--- src/rtl/leaf_fanin_arbiter.sv ---
// Round-robin fan-in of N_SRC leaf streams into one single-entry output
// register with bubble-free pass-through and a running beat counter.
module leaf_fanin_arbiter #(
  parameter int DATA_W = 8,
  parameter int N_SRC  = 5
) (
  input  logic                    clk,
  input  logic                    rst_n,
  input  logic [N_SRC-1:0]        in_valid,
  output logic [N_SRC-1:0]        in_ready,
  input  logic [N_SRC*DATA_W-1:0] in_data,
  output logic                    out_valid,
  input  logic                    out_ready,
  output logic [DATA_W-1:0]       out_data,
  output logic [2:0]              out_src,
  output logic [15:0]             beat_cnt
);

  typedef enum logic {
    EMPTY = 1'b0,
    FULL  = 1'b1
  } state_t;

  state_t              r_state;
  state_t              w_next;
  logic [DATA_W-1:0]   r_data;
  logic [2:0]          r_src;
  logic [2:0]          r_ptr;
  logic [15:0]         r_cnt;

  logic                w_win;
  logic                w_found;
  logic                w_take;
  logic [N_SRC-1:0]    w_grant;
  logic [2:0]          w_sel;
  logic [3:0]          w_idx;

  assign w_win = rst_n & ((r_state == EMPTY) | out_ready);

  // Search upward from the slot after the last winner, wrapping once.
  always_comb begin
    w_grant = '0;
    w_found = 1'b0;
    w_sel   = '0;
    w_idx   = '0;
    for (int j = 1; j <= N_SRC; j++) begin
      w_idx = {1'b0, r_ptr} + 4'(j);
      if (w_idx >= 4'(N_SRC)) w_idx = w_idx - 4'(N_SRC);
      if (!w_found && in_valid[w_idx[2:0]]) begin
        w_found            = 1'b1;
        w_grant[w_idx[2:0]] = 1'b1;
        w_sel              = w_idx[2:0];
      end
    end
  end

  assign w_take   = w_win & w_found;
  assign in_ready = w_take ? w_grant : '0;

  always_ff @(posedge clk) begin
    if (!rst_n) r_state <= EMPTY;
    else        r_state <= w_next;
  end

  always_comb begin
    w_next = r_state;
    unique case (r_state)
      EMPTY: if (w_take) w_next = FULL;
      FULL:  if (out_ready && !w_take) w_next = EMPTY;
      default: w_next = EMPTY;
    endcase
  end

  always_ff @(posedge clk) begin
    if (!rst_n) begin
      r_data <= '0;
      r_src  <= '0;
      r_ptr  <= 3'(N_SRC - 1);
      r_cnt  <= '0;
    end else if (w_take) begin
      r_data <= in_data[w_sel*DATA_W +: DATA_W];
      r_src  <= w_sel;
      r_ptr  <= w_sel;
      r_cnt  <= r_cnt + 16'd1;
    end
  end

  assign out_valid = (r_state == FULL);
  assign out_data  = r_data;
  assign out_src   = r_src;
  assign beat_cnt  = r_cnt;

endmodule
--- config.mk ---
export PLATFORM = sky130hd
export DESIGN_NAME = leaf_fanin_arbiter
export DESIGN_NICKNAME = d
export VERILOG_FILES = /design/src/rtl/leaf_fanin_arbiter.sv
export SDC_FILE = /design/constraint.sdc
export NUM_CORES = 1
export LEC_CHECK = 0
export ABC_AREA = 1
export BUFFER_PORTS_ARGS = -buffer_cell sky130_fd_sc_hd__buf_2
export CAP_MARGIN = 10
export CORE_ASPECT_RATIO = 0.6
export CORE_MARGIN = 3
export CORE_UTILIZATION = 57
export CTS_BUF_LIST = sky130_fd_sc_hd__clkbuf_4 sky130_fd_sc_hd__clkbuf_8 sky130_fd_sc_hd__clkbuf_16
export DETAILED_ROUTE_END_ITERATION = 7
export PLACE_DENSITY = 0.86
export SLEW_MARGIN = 10
export SYNTH_ARGS = -nofsm -noshare
export SYNTH_HDL_FRONTEND = slang
export SYNTH_SLANG_ARGS = --single-unit
--- constraint.sdc ---
create_clock -name clk -period 7.9 [get_ports clk]
set_clock_uncertainty 0.05 [all_clocks]
set_input_delay 0 -clock clk [delete_from_list [all_inputs] [get_ports clk]]
set_output_delay 0 -clock clk [all_outputs]
set_load 0.01 [all_outputs]
# [After elaboration in Yosys (flattened, before gate mapping)]
# Cells that the tools add are included.
[classes] n_addsub=11 bitwise_logic=8 mul=0 n_shift=1 n_mux=44 div_mod_pow=0 n_eq_ne=0 n_lt_le_gt_ge=15 n_reduce_logical=15
[ops] cell="40-bit by 7-bit variable part select with 8-bit output" count=1
[ops] cell="3-bit two-way mux" count=10
[ops] cell="5-bit two-way mux" count=6
[ops] cell="4-bit by 3-bit >= comparator with 1-bit output, second input constant" count=5
[ops] cell="3-bit by 4-bit less-than comparator with 1-bit output, second input constant" count=5
[ops] cell="5-bit OR" count=4
[ops] cell="1-bit two-way mux" count=17
[ops] cell="16-bit by 1-bit adder with 16-bit output, second input constant" count=1
[ops] cell="1-bit binary-select mux with 3-bit select" count=5
[ops] cell="1-bit demux with 3-bit select" count=5
[ops] cell="3-bit by 1-bit >= comparator with 1-bit output, second input constant" count=5
[ops] cell="3-bit subtractor, second input constant" count=5
[ops] cell="1-bit logical AND" count=10
[ops] cell="3-bit by 2-bit adder with 4-bit output, second input constant" count=2
[ops] cell="3-bit by 3-bit adder with 4-bit output, second input constant" count=2
[ops] cell="1-bit logical NOT" count=5
[ops] cell="3-bit by 1-bit adder with 4-bit output, second input constant" count=1
[ops] cell="1-bit bitwise AND" count=2
[ops] cell="1-bit one-hot mux with 2 select lines" count=1
[ops] cell="1-bit NOT" count=1
[ops] cell="1-bit OR" count=1
[totals] out_inout_bits=33 ramBits=0 memories=0 register_bits=31 mem_bits_ro=0 latch_bits=0 input_bits=48 word_cells=99

# [Longest topological paths before layout]
[depth] depth_word=23 depth_mapped=28 ltp_nobuf=26

# [Least setup slack after synthesis]
# No wires, ideal clock.
[synth_timing] kind="register to register" startpoint="register, netlist name out_src[0]" endpoint="register r_data[4], in the netlist out_data[4]" arrival_ns=2.989 slack_ns=4.794 path_stages_with_launch=28 n_path_buf=2 setup_time_ns=0.066 path_cell_list="dfxtp_1 buf_6 inv_2 ha_1 inv_1 fa_1 inv_1 nand2_1 o21ai_1 inv_1 nor2_1 nand3_1 nand3_1 inv_1 nand2_4 nor2_1 nand2_1 inv_2 nand2_1 nand2_2 nand2_4 nand2_4 buf_6 nand2_1 nand3_1 nand2_1 nand2_1 a21oi_2"
[synth_lines] item="end signal, assigned" line_no="81" source="r_data <= in_data[w_sel*DATA_W +: DATA_W];"
[synth_lines] item="end, declared" line_no="26" source="logic [DATA_W-1:0] r_data;"

==> out/metrics.cfg <==
[grt]
grt_usage = 0.2797
grt_antenna_before_repair = 0
grt_pass1_wl_um = 13440
grt_max_degree = 24
grt_overflow = 0
grt_pass1_vias = 2939

[final_layout]
layout.nets = 615
ff_latch_area_um2 = 580.6
design_area_um2 = 3342
areaGrowthSynthToFinish_pct = 16.94
num_antenna_cells = 0
multiInputGateArea_um2 = 1846
nFillCells = 408
drive_gt1_frac = 0.2324
fin_util = 0.7100

[cts]
cts_setup_buffers = 0
cts_htree_levels = 2
cts_resized = 0
clk-insertion-delay-late_ns = 0.29
ctsHoldBuffers = 0
cts_tree = done
root_buffer = clkbuf_8
cts_buffers = 5
clkSinkCount = 29
clockBufferDepth = 2
clk_pin_slew_ns = 0.06

[route]
first_iter_violations = 382
drc = 0
firstDrtPassIters = 6
ant_nets = 0
via_count = 3382
wire_per_inst_um = 13.38
avgViaCountPerCell = 5.472
wl_um = 8269

[timing]
slew_headroom = 0.6091
tns_ns = 0
hold_viol_final = 0
rsz0062_at_grt = false
fin_crit_ns = 3.884
finalSetupViolCount = 0
fin_crit_sh = 0.4916
tightestPinTransition_ns = 0.5790
fmaxAchievable_mhz = 257.5
slew_violations = 0

[place]
portBuffers = 80
dpl.hpwl_um = 6582
placed_area_um2 = 3256
gp_congestion = 1.063

[status]
status = finished clean

[synth]
ys_ff_latch = 29
async_flop_share = 0
synth_cells = 479
syn-num-nets = 540
yosys_warnings = 0
yosys.area.top_type_share = 0.2032
netlist_area_um2 = 2858
synth_common_cells = nand2_1, inv_1, nand3_1, dfxtp_1, a21oi_1
synth.avg_cell_area_um2 = 5.966
synth-edff-count = 0
synthFlopType = dfxtp_1
ys_seq_area_frac = 0.2032
synth_cell_types = 43
synthTopCellsByArea = dfxtp_1, nand2_1, inv_1, nand3_1, ha_1
yosys.cell_count.top_type = nand2_1
yosys.area.top_type = dfxtp_1

[worst_setup_path]
cp_slowest_stage_delay_ns = 0.49
r2r_slack_ns = 4.10
r2r-end = beat_cnt[13]
arrival_ns = 3.83
critical_path_required_ns = 7.85
r2r-start = out_src[0]
cp_top_family = simple AND/OR/NAND/NOR gates
r2r.worst_path.cells = 23
critical_path_depth = 20
crit_slowest_cell = dfxtp_1
cp_num_buf_inv = 6
critPathKind = register to output pin
end_kind = output pin
cp-start-kind = register
path_cells = inv_2 -> ha_1 -> inv_1 -> fa_1 -> a21oi_1 -> nor2_1 -> nor2_1 -> nor2_1 -> nand3_1 -> nand3_1 -> inv_1 -> nand2_4 -> nor3_4 -> nand2_2 -> clkinv_2 -> nand2_4 -> inv_1 -> nand2_1 -> a31oi_1 -> buf_2
path_max_fanout = 18

[hold_path]
min_path_type = input pin to register
min_path_cells = 5
hold_start = in_data[33]
hold_end = out_data[1]

[die]
initial_core_util = 0.6071
num_rows = 19
design.core.area_um2 = 4707
die_area_um2 = 5927
die_w_um = 97.41
ioPinCount = 81
die_h_um = 60.85

[flow_run]
cap_violations = 0

[kinds of logic after synthesis]
logic type               share of synthesized area
AO/OA/AOI/OAI                               0.1624
XOR/XNOR                                   0.01182
adder cells (fa/ha/maj)                    0.05954
buffers and inverters                       0.1510
flip-flops                                  0.2032
AND/OR/NAND/NOR                             0.4120
[per-stage QoR]
step	setup slack (ns)	hold WS, ns	std cells
detailed placement	4.210	0.3079	610
global route	3.654	0.02169	618
finish	4.016	0.01023	618
floorplan	4.794	0.1092	479
CTS	4.099	0.007640	618
global placement	4.212	0.2917	610
[how the worst max path moves through the flow]
stage,start,to
detailed placement,out_src[0],beat_cnt[13]
floorplan,out_src[0],out_data[4]
global route,out_src[0],in_ready[0]
finish,out_src[0],in_ready[0]
global placement,out_src[0],beat_cnt[13]
CTS,out_src[0],in_ready[0]
[worst reg2reg max path, delay by kind of cell, from the launching register on]
family / cells / cell delay (ns)
flops: 1 / 0.68
buf+inv: 5 / 0.45
fa+ha+maj: 2 / 0.44
compound gates: 1 / 0.16
simple gates: 15 / 1.92
[registers in the layout (all words and copies together) (netlist names)]
name and flops:
r_ptr 1, out_src 3, beat_cnt 16, out_valid 1, out_data 8
[metal layers]
layer	vias up	part of all wire	wire, um	track usage
li1	1689	-	-	-
met1	1471	0.47	3865	0.4036
met2	208	0.39	3254	0.3944
met3	14	0.13	1057	0.1160
met4	0	0.011	91	0.04536
met5	-	0	0	0
[placed cells by master (no fill, tap or decap), types with 3 or more instances in the layout]
| cell | n |
|---|---|
| nand2_2 | 6 |
| inv_2 | 9 |
| buf_2 | 80 |
| nor2_1 | 25 |
| nand2_1 | 131 |
| nand2_4 | 5 |
| nor3_1 | 4 |
| nor2_2 | 3 |
| clkbuf_8 | 5 |
| clkinv_2 | 3 |
| o21ai_1 | 4 |
| a21oi_1 | 28 |
| inv_1 | 83 |
| dfxtp_1 | 29 |
| o21a_1 | 3 |
| nor3b_1 | 3 |
| ha_1 | 12 |
| nand4_1 | 10 |
| nand3_1 | 58 |
| a31oi_1 | 6 |
| a21oi_2 | 9 |
| o21ai_0 | 16 |
[layout make-up]
| cell class | instances | area share |
|---|---|---|
| multi-input combinational | 345 | 0.5522 |
| clock inverter | 2 | 0.002995 |
| tap | 63 | 0.02359 |
| inverter | 93 | 0.1048 |
| timing repair buffer | 80 | 0.1198 |
| clock buffer | 6 | 0.02284 |
| sequential | 29 | 0.1737 |
Power is not shown: default switching activity piles up to over one toggle a cycle in this logic, so the estimate is an artifact.
